[config.mk]
export PLATFORM = sky130hd
export DESIGN_NAME = hazard_sched
export DESIGN_NICKNAME = d
export VERILOG_FILES = /design/src/rtl/hazard_pkg.sv /design/src/rtl/hazard_overlap.sv /design/src/rtl/hazard_sched.sv
export SDC_FILE = /design/constraint.sdc
export NUM_CORES = 1
export LEC_CHECK = 0
export CORE_AREA = 2 2 100 126
export CTS_BUF_LIST = sky130_fd_sc_hd__clkbuf_2
export CTS_CLUSTER_SIZE = 30
export DETAILED_ROUTE_END_ITERATION = 12
export DIE_AREA = 0 0 102 128
export GPL_ROUTABILITY_DRIVEN = 0
export PLACE_DENSITY = 0.82
export SYNTH_ARGS = -nofsm -noshare
export SYNTH_HDL_FRONTEND = slang
export SYNTH_SLANG_ARGS = --single-unit
[constraint.sdc]
create_clock -name sys_clk -period 4.53 [get_ports sys_clk]
set_input_delay 0.6795 -clock sys_clk [delete_from_list [all_inputs] [get_ports sys_clk]]
set_output_delay 0.6795 -clock sys_clk [all_outputs]
set_load 0.02 [all_outputs]
[src/rtl/hazard_pkg.sv]
// Shared defaults, slot-0 reset placement and FSM state type for the hazard scheduler.
package hazard_pkg;

    localparam int N_SLOTS_DEF     = 4;
    localparam int SPRITE_SZ_DEF   = 12;
    localparam int HOLD_FRAMES_DEF = 60;

    localparam logic [9:0] SLOT0_X = 10'd180;
    localparam logic [9:0] SLOT0_Y = 10'd36;

    typedef enum logic [1:0] {
        ST_IDLE = 2'd0,
        ST_SCAN = 2'd1,
        ST_HIT  = 2'd2,
        ST_HOLD = 2'd3
    } state_t;

endpackage

[src/rtl/hazard_overlap.sv]
// Inclusive axis-aligned box overlap between the character and one hazard.
module hazard_overlap
    import hazard_pkg::*;
#(
    parameter int SPRITE_SZ = SPRITE_SZ_DEF
) (
    input  logic [9:0] i_char_x,
    input  logic [9:0] i_char_y,
    input  logic [9:0] i_haz_x,
    input  logic [9:0] i_haz_y,
    output logic       o_hit
);

    localparam logic [10:0] SZ = 11'(SPRITE_SZ);

    logic w_x_ok;
    logic w_y_ok;

    // 11-bit sums so a box near the right/bottom edge never wraps to a false hit
    assign w_x_ok = ({1'b0, i_char_x} <= {1'b0, i_haz_x} + SZ) &&
                    ({1'b0, i_haz_x}  <= {1'b0, i_char_x} + SZ);
    assign w_y_ok = ({1'b0, i_char_y} <= {1'b0, i_haz_y} + SZ) &&
                    ({1'b0, i_haz_y}  <= {1'b0, i_char_y} + SZ);
    assign o_hit  = w_x_ok && w_y_ok;

endmodule

[src/rtl/hazard_sched.sv]
// Per-frame hazard collision scan with death pulse and frame-counted lockout.
//   state | meaning
//   IDLE  | waiting for frame_tick
//   SCAN  | testing one slot per cycle, lowest index first
//   HIT   | one-cycle death pulse, clears the hitting slot
//   HOLD  | dead; counts frame ticks down to zero
module hazard_sched
    import hazard_pkg::*;
#(
    parameter int N_SLOTS     = N_SLOTS_DEF,
    parameter int SPRITE_SZ   = SPRITE_SZ_DEF,
    parameter int HOLD_FRAMES = HOLD_FRAMES_DEF,
    parameter int IW          = (N_SLOTS > 1) ? $clog2(N_SLOTS) : 1
) (
    input  logic          sys_clk,
    input  logic          RST,
    input  logic          frame_tick,
    input  logic [9:0]    char_X,
    input  logic [9:0]    char_Y,
    input  logic [9:0]    bg_pos,
    input  logic          slot_wr_en,
    input  logic [IW-1:0] slot_wr_idx,
    input  logic [9:0]    slot_wr_x,
    input  logic [9:0]    slot_wr_y,
    input  logic          slot_wr_act,
    input  logic [IW-1:0] slot_rd_idx,
    output logic [9:0]    slot_rd_x,
    output logic [9:0]    slot_rd_y,
    output logic          slot_rd_en,
    output logic          death,
    output logic          dead,
    output logic [IW-1:0] hit_idx,
    output logic          busy
);

    localparam int CW = (HOLD_FRAMES > 0) ? $clog2(HOLD_FRAMES + 1) : 1;

    state_t              r_state;
    state_t              w_next;
    logic [IW-1:0]       r_idx;
    logic [CW-1:0]       r_cnt;
    logic                r_dead;
    logic [IW-1:0]       r_hit_idx;
    logic [9:0]          r_x [N_SLOTS];
    logic [9:0]          r_y [N_SLOTS];
    logic [N_SLOTS-1:0]  r_act;

    logic w_overlap;
    logic w_hit;
    logic w_last;
    logic w_cnt_end;

    hazard_overlap #(
        .SPRITE_SZ (SPRITE_SZ)
    ) u_overlap (
        .i_char_x (char_X),
        .i_char_y (char_Y),
        .i_haz_x  (r_x[r_idx]),
        .i_haz_y  (r_y[r_idx]),
        .o_hit    (w_overlap)
    );

    assign w_hit     = r_act[r_idx] && w_overlap;
    assign w_last    = (r_idx == IW'(N_SLOTS - 1));
    assign w_cnt_end = (r_cnt <= CW'(1));

    always_ff @(posedge sys_clk or posedge RST) begin
        if (RST) r_state <= ST_IDLE;
        else     r_state <= w_next;
    end

    always_comb begin
        w_next = r_state;
        case (r_state)
            ST_IDLE: if (frame_tick) w_next = ST_SCAN;
            ST_SCAN: begin
                if (w_hit)       w_next = ST_HIT;
                else if (w_last) w_next = ST_IDLE;
            end
            ST_HIT:  w_next = ST_HOLD;
            ST_HOLD: if (frame_tick && w_cnt_end) w_next = ST_IDLE;
            default: w_next = ST_IDLE;
        endcase
    end

    always_ff @(posedge sys_clk or posedge RST) begin
        if (RST) begin
            r_idx     <= '0;
            r_cnt     <= '0;
            r_dead    <= 1'b0;
            r_hit_idx <= '0;
        end else begin
            case (r_state)
                ST_IDLE: if (frame_tick) r_idx <= '0;
                ST_SCAN: if (!w_hit) r_idx <= w_last ? '0 : r_idx + 1'b1;
                ST_HIT: begin
                    r_hit_idx <= r_idx;
                    r_dead    <= 1'b1;
                    r_cnt     <= CW'(HOLD_FRAMES);
                end
                ST_HOLD: begin
                    if (frame_tick) begin
                        r_cnt <= w_cnt_end ? '0 : r_cnt - 1'b1;
                        if (w_cnt_end) r_dead <= 1'b0;
                    end
                end
                default: r_idx <= '0;
            endcase
        end
    end

    // The config write comes after the hit clear so a same-slot write survives
    always_ff @(posedge sys_clk or posedge RST) begin
        if (RST) begin
            for (int i = 0; i < N_SLOTS; i++) begin
                r_x[i]   <= (i == 0) ? SLOT0_X : 10'd0;
                r_y[i]   <= (i == 0) ? SLOT0_Y : 10'd0;
                r_act[i] <= (i == 0);
            end
        end else begin
            if (r_state == ST_HIT) r_act[r_idx] <= 1'b0;
            if (slot_wr_en) begin
                r_x[slot_wr_idx]   <= slot_wr_x;
                r_y[slot_wr_idx]   <= slot_wr_y;
                r_act[slot_wr_idx] <= slot_wr_act;
            end
        end
    end

    assign slot_rd_x  = r_x[slot_rd_idx] - bg_pos;
    assign slot_rd_y  = r_y[slot_rd_idx];
    assign slot_rd_en = r_act[slot_rd_idx];
    assign death      = (r_state == ST_HIT);
    assign busy       = (r_state == ST_SCAN) || (r_state == ST_HIT);
    assign dead       = r_dead;
    assign hit_idx    = r_hit_idx;

endmodule

## Word level (Yosys, flattened, before mapping)

Index checks and enable logic that the tools add are counted.

- Bitwise logic cells: 5
- Order comparisons: 14
- Mux-type cells: 42
- Reduce and logical (&&, ||, !) cells: 16
- Eq/ne operators: 10
- Add/subtract/negate cells: 7

Operators by type and width:

| operator | number |
|---|---|
| $mux 10 | 9 |
| $bmux 10 s2 | 4 |
| $bwmux 40 | 2 |
| $add 10x4->11 const B | 4 |
| $le 10x11->1 | 4 |
| $demux 10 s2 | 1 |
| $mux 2 | 7 |
| $mux 6 | 2 |
| $pmux 6 s2 | 1 |
| $ne 2x2->1 const B | 5 |
| $sub 10x10->10 | 1 |
| $ge 3x3->1 const B | 3 |
| $lt 2x3->1 const B | 3 |
| $not 2->3 | 3 |
| $reduce_and 3->1 | 3 |
| $logic_and 1x1->1 | 8 |
| $mux 4 | 2 |
| $pmux 2 s4 | 1 |
| $eq 2x2->1 const B | 3 |
| $le 6x1->1 const B | 1 |
| $mux 1 | 6 |
| $sub 6x1->6 const B | 1 |
| $and 4x4->4 | 1 |
| $bmux 1 s2 | 2 |
| 14 further kinds | 17 |

- Register bits after elaboration: 97
- Input bits: 59

## Logic depth before layout (Yosys ltp)

Gate-level depths: netlist of run 1.

- Depth in word-level cells: 11
- Mapped depth: 18
- Depth with buffers taken out: 14

## Cells and area by module

Synthesis of run 1 repeated with hierarchy kept, for this count alone.

- Cell total of the unflattened synthesis: 579
- Area total of the unflattened synthesis: 6777.8 sq um

Modules (own cells, without submodules):

| module | times used | cells an instance | seq. area each (sq um) | area each (sq um) |
|---|---|---|---|---|
| hazard_sched | 1 | 398 | 2436.1 | 5415.2 |
| hazard_overlap | 1 | 181 | 0.0 | 1362.6 |

## Worst setup path after synthesis of run 1

Ideal clock, no wire load.

- Path type: input to output
- From: input slot_rd_idx[0]
- To: output slot_rd_x[8]
- Stages: 12
- Data arrival time: 3.292 ns
- Setup slack: 0.559 ns
- Buffers on the path: 1
- Path through: buf_1 > mux4_2 > inv_1 > ha_1 > fa_1 > nor2b_1 > o21ai_0 > nand2b_1 > a21o_1 > a21oi_1 > o21ai_0 > xor2_1

- Cells in the longest elaborated chain, start to end: 5

RTL lines:

| element | RTL line | text |
|---|---|---|
| start, declared | hazard_sched.sv:26 | `input logic [IW-1:0] slot_rd_idx,` |
| $not 2->3 (implied by the code) | hazard_sched.sv:130 | `assign slot_rd_x = r_x[slot_rd_idx] - bg_pos;` |
| $bmux 10 s2 | hazard_sched.sv:130 |  |
| $mux 10 (implied by the code) (2 in a row) | hazard_sched.sv:130 |  |
| $sub 10x10->10 | hazard_sched.sv:130 |  |
| end, declared | hazard_sched.sv:27 | `output logic [9:0] slot_rd_x,` |

Every way passes these cells. The select of a mux whose other input is x is not followed.

## Final worst setup path of run 1

- From: input slot_rd_idx[0]
- To: output slot_rd_x[4]

Same word-level chain as after synthesis.

==> flow_summary.json, run 1 <==
{
  "muxShareOfSynthArea_pct": 28.38,
  "cts_tree": "yes",
  "slew_violations": 0,
  "dieArea_sq_um": 13060,
  "crit_fanout": 5,
  "initial_core_util_pct": 56.45,
  "synth.avg_cell_area_sq_um": 11.95,
  "drc": 0,
  "postCtsSetupBuffers": 0,
  "required_ns": 3.85,
  "rows": 45,
  "syn_inst": 564,
  "final_util_pct": 66.70,
  "final_common_cell": "dfrtp_1",
  "root_buffer": "clkbuf_2",
  "met3_usage_pct": 4.362,
  "crit_path_start_kind": "input pin",
  "cts_resized": 4,
  "p_leak_nw": 3.447,
  "cts_buffers": 9,
  "drv_cap": 0,
  "synth_top_family_by_area": "multiplexers",
  "finalClockSkew_ns": 0.02950,
  "synth_xor_area_share_pct": 4.030,
  "grt_pass1_wl_mm": 25.27,
  "yosys.area.top_type": "dfrtp_1",
  "cp_data_arrival_time_ns": 3.62,
  "antenna_left": 0,
  "cts_buffer_depth": 2,
  "cts_hold_buf": 0,
  "synth_fp_nets": 686,
  "final_area_sq_um": 7961,
  "synth_flop_cell": "dfrtp_1",
  "drtIter0Drc": 230,
  "layout-drive-gt1-share_pct": 26.13,
  "yosysTopAreaCellShare_pct": 33.43,
  "setup_violations": 0,
  "antennaDiodeCount": 0,
  "die_x_um": 102,
  "status": "finished clean",
  "fmax_mhz": 232.4,
  "layout_common_cells": "dfrtp_1, mux2_2, clkdlybuf4s50_1",
  "dieHeight_um": 128,
  "fin_crit_ns": 4.303,
  "wirelength_mm": 15.46,
  "tightest_slew_ns": 0.6927,
  "ys_ff_latch": 97,
  "place_area_sq_um": 7864,
  "period_share_pct": 94.99,
  "first_pass_iters": 4,
  "nets": 784,
  "detail_route.wl_per_cell_um": 18.63,
  "yosysSeqAreaShare_pct": 36.16,
  "maxSlewHeadroom_pct": 52.63,
  "gr-usage-met2_pct": 44.58,
  "r2r_start": "r_idx[0]",
  "rsz0062_at_grt": "no",
  "antenna_found_initial": 0,
  "hpwl_mm": 11.93,
  "grt_start_max_net_pins": 37,
  "synth_compound_area_share_pct": 7.484,
  "min_path_type": "in -> async",
  "grt_use_total_pct": 24.69,
  "io_pins": 85,
  "vias": 4981,
  "clk_pin_slew_ns": 0.26,
  "avgViaCountPerCell": 6.001,
  "synth_simple_gate_area_share_pct": 8.394,
  "hold_viol": 0,
  "worstSetupPathType": "in -> out",
  "grt_busiest_layer": "met2",
  "synth_edf_count": 0,
  "grt_use_met1_pct": 30.51,
  "clock-sinks": 97,
  "areaGrowthSynthToFinish_pct": 18.16,
  "synthArstFlopShare_pct": 100.0,
  "power.density_nw_per_um2": 492.3,
  "h-tree-depth": 3,
  "yosys.area_share.adder_pct": 11.81,
  "grt_pass1_vias": 5253,
  "grt_overflow_total": 0,
  "ys_top_cells_by_area": "dfrtp_1, mux2_2, mux4_2",
  "ys_warn_count": 0,
  "core_sq_um": 11940,
  "clk_latency_ns": 0.54,
  "crit_path_end_kind": "output port",
  "vdd_drop_max_mv": 0.2919,
  "syn_area_sq_um": 6738,
  "io_buffers": 84,
  "synthDistinctLibCells": 53,
  "crit_start": "slot_rd_idx[0]"
}
==> cell families (layout without fill, tap and decap cells) <==
family	Yosys count	in the layout
fa+ha+maj	63	63
mux	126	126
xor+xnor	31	31
compound gates	77	77
flops	97	97
buf+inv	60	162
simple gates	110	110
==> layout make-up <==
type	instances	area [sq um]
Multi-Input combinational cell	407	4064
Clock inverter	6	60.06
Fill cell	932	3975
Inverter	39	147.6
Tap cell	164	205.2
Clock buffer	9	45.04
Timing Repair Buffer	108	1003
Sequential cell	97	2436
==> power breakdown <==
part | leakage, nW | internal [mW] | switching (mW)
clock | 0.0652 | 0.122 | 0.277
sequential | 1.14 | 1.05 | 0.180
combinational | 2.25 | 1.13 | 1.15
==> metrics by stage <==
step | hold slack (ns) | setup WS (ns) | TNS [ns] | std cells | power [mW]
after floorplan | 0.4582 | 0.5586 | 0 | 564 | 2.845
after global routing | 0.3789 | 0.03693 | 0 | 830 | 4.226
after global placement | 0.4702 | -0.07533 | -0.1877 | 815 | 3.422
after detailed placement | 0.4938 | -0.1735 | -0.5171 | 815 | 3.542
after CTS | 0.3879 | 0.04846 | 0 | 830 | 3.929
final | 0.4137 | 0.2269 | 0 | 830 | 3.920
==> final timing paths <==
kind	end	cells after the start	slack, ns
setup / recovery	slot_rd_x[4]	10	0.23
hold / removal	r_idx[0]	2	0.41
setup reg to reg	r_idx[1]	11	0.23
hold reg to reg	r_act[0]	2	0.53
max in group asynchronous	r_y[32]	3	3.24
min in group sys_clk	r_act[0]	2	0.53
==> critical path, stage by stage <==
cell and delay [ns]:
clkdlybuf4s50_1 0.59, buf_4 0.21, mux4_2 0.51, ha_1 0.32
nor2b_1 0.14, o21ai_0 0.16, nand2b_1 0.10, buf_4 0.14
xor2_1 0.15, clkdlybuf4s50_1 0.62
==> synthesized netlist by cell type (3+ instances only) <==
cell type,number
a211oi_1,6
nor2b_1,8
dfstp_2,7
or3_1,3
a21o_1,9
mux4_2,36
mux2_2,82
o31ai_1,3
clkbuf_1,6
inv_1,39
a31oi_1,3
xnor2_1,9
nand3_1,14
nor2_1,21
o221ai_1,3
nand3b_1,8
buf_2,3
dfrtp_1,90
o211ai_1,3
a21oi_1,16
nor3_1,6
nand4_1,9
xor2_1,22
mux4_1,6
ha_1,62
nand2_1,26
buf_1,10
o21ai_0,21
==> sequential cells by signal (all words and copies together), names as in the netlist, named ones only <==
register  cells
r_idx         2
r_y          40
dead          1
hit_idx       2
r_act         4
r_x          40
r_cnt         6
r_state       1
==> per-layer routing <==
metal	wire length (um)	part of all wire [%]
met4	215	1.4
met5	0	0
met1	6278	41
met3	705	4.6
met2	8262	53
Note: power is estimated with default switching activity, not from simulation.
==> run 2, diff against run 1 <==
Settings changed: CORE_AREA 2 2 100 126 to 5 5 103 129, DIE_AREA 0 0 102 128 to 0 0 108 134.
Clock period 4.53 ns to 4.2 ns, I/O delays scaled along.
==> run 2 against run 1 <==
Compared with the run above: flip-flop and latch count unchanged; worst setup slack worse by 0.059 ns; via count up 0.60%; global-route usage down 1.6 points; largest cell class unchanged.
==> flow_summary.json, run 2 (same netlist as run 1, synthesis figures left out) <==
{
  "grt_use_total_pct": 23.13,
  "antenna_found_initial": 0,
  "io_buffers": 84,
  "final_area_sq_um": 8094,
  "clock-sinks": 97,
  "min_path_type": "reg -> reg",
  "r2r_end": "r_idx[0]",
  "first_pass_iters": 4,
  "status": "finished clean",
  "antenna_left": 0,
  "vdd_drop_max_mv": 0.2980,
  "vias": 5011,
  "core_sq_um": 11940,
  "crit_chain": "clkdlybuf4s50_1 -> buf_4 -> mux4_2 -> ha_1 -> nor2b_1 -> o21ai_0 -> nand2b_1 -> a21o_1 -> a21oi_1 -> buf_4 -> xnor2_1 -> dlygate4sd2_1",
  "layout-drive-gt1-share_pct": 27.39,
  "cts_buffers": 9,
  "worst_path_max_delay_cell": "clkdlybuf4s50_1",
  "slowest_delay_ns": 0.57,
  "hold_viol": 0,
  "areaGrowthSynthToFinish_pct": 20.13,
  "io_pins": 85,
  "design_power_total_mw": 4.369,
  "root_buffer": "clkbuf_2",
  "setup_violations": 0,
  "dieArea_sq_um": 14470,
  "dieHeight_um": 134,
  "cts_tree": "yes",
  "clk_latency_ns": 0.55,
  "detail_route.wl_per_cell_um": 19.09,
  "rows": 45,
  "layout_common_cells": "dfrtp_1, mux2_2, clkdlybuf4s50_1",
  "grt_start_max_net_pins": 66,
  "place_area_sq_um": 7954,
  "final_common_cell": "dfrtp_1",
  "finalClockSkew_ns": 0.02589,
  "hpwl_mm": 12.50,
  "drv_cap": 0,
  "fin_crit_ns": 4.033,
  "required_ns": 3.57,
  "hold_path_depth": 2,
  "pre_cts_slack_ns": -0.3252,
  "reg2reg_depth": 14,
  "cts_hold_buf": 0,
  "r2r_start": "r_idx[0]",
  "wirelength_mm": 16.09,
  "cp_data_arrival_time_ns": 3.40,
  "avgViaCountPerCell": 5.944,
  "tightest_slew_ns": 1.112,
  "crit_end": "slot_rd_x[6]",
  "holdWs_ns": 0.5196,
  "die_x_um": 108,
  "grt_overflow_total": 0,
  "fillers": 883,
  "slew_violations": 0,
  "maxSlewHeadroom_pct": 25.84,
  "clk_pin_slew_ns": 0.26,
  "nets": 796,
  "power.density_nw_per_um2": 539.8,
  "drtIter0Drc": 299,
  "drc": 0,
  "finalWorstSetupSlack_ns": 0.1675,
  "fmax_mhz": 248.0,
  "initial_core_util_pct": 56.45,
  "period_share_pct": 96.01,
  "crit_path_start_kind": "input pin",
  "h-tree-depth": 3,
  "crit_start": "slot_rd_idx[1]",
  "worstSetupPathType": "in -> out",
  "p_leak_nw": 3.514,
  "rrSetupSlack_ns": 0.32,
  "reg_top3": "r_x x40, r_y x40, r_cnt x6",
  "grt_pass1_vias": 5444,
  "cts_buffer_depth": 2,
  "crit_fanout": 4,
  "grt_pass1_wl_mm": 26.54,
  "antennaDiodeCount": 0,
  "crit_top_cell": "buf_4",
  "crit_path_end_kind": "output port"
}
-- run 2: cell count changes in the layout (fill, tap and decap cells not counted), sizes merged --
cell           change
dlymetal6s2s       -1
inv                +1
bufinv             +1
dlygate4sd2        +4
clkdlybuf4s15      +1
clkinv             -2
clkinvlp           +1
clkdlybuf4s50      -1
buf               +12
clkbuf             -3
-- run 2: per-stage QoR --
| stage | std cells | TNS (ns) | util (%) |
|---|---|---|---|
| after floorplan | 564 | 0 | - |
| after global placement | 827 | -0.9774 | 66.64 |
| after detailed placement | 827 | -1.225 | 66.64 |
| after CTS | 843 | 0 | 67.75 |
| after global routing | 843 | -0.02579 | 67.81 |
| final | 843 | 0 | 67.81 |
-- run 2: worst min path at each step --
stage | slack (ns) | start | endpoint
final | 0.52 | r_act[0] | r_act[0]
after floorplan | 0.46 | r_act[0] | r_act[0]
after global routing | 0.54 | r_act[0] | r_act[0]
after global placement | 0.47 | r_act[0] | r_act[0]
after detailed placement | 0.49 | r_act[0] | r_act[0]
after CTS | 0.52 | r_act[0] | r_act[0]
-- run 2: layer usage --
layer	wire (um)	vias to the layer above	part of all wire, %	global-route usage (%)
li1	-	2330	-	-
met1	6115	2493	38	26.82
met2	8569	147	53	41.67
met3	943	41	5.9	4.766
met4	461	0	2.9	8.702
met5	0	-	0	0
-- run 2: what timing repair did --
item,4_1_cts,5_1_grt
setup buffers,0,0
hold endpoints to repair,0,0
resized for setup,8,6
endpoints found under the setup margin,6,6
-- run 2: layout make-up --
class	instances	area (sq um)	area share, %
Multi-Input combinational cell	407	4064	50.21
Sequential cell	97	2437	30.11
Timing Repair Buffer	120	1102	13.62
Tap cell	164	205.2	2.535
Inverter	39	147.6	1.824
Clock inverter	7	92.59	1.144
Clock buffer	9	45.04	0.5565
-- run 2: power by group --
| part | switching [mW] | total [mW] | internal (mW) |
|---|---|---|---|
| registers | 0.176 | 1.31 | 1.14 |
| logic | 1.28 | 2.55 | 1.26 |
| clock network | 0.314 | 0.509 | 0.195 |
| total | 1.77 | 4.37 | 2.60 |
-- run 2: worst max-delay path, delay by kind of cell --
kind / cells / cell delay (ns)
adders and majority gates: 1 / 0.33
and+or+nand+nor: 2 / 0.26
muxes: 1 / 0.29
xor gates and xnor gates: 1 / 0.09
buffers and inverters: 4 / 1.21
AOI/OAI and AO/OA: 3 / 0.60
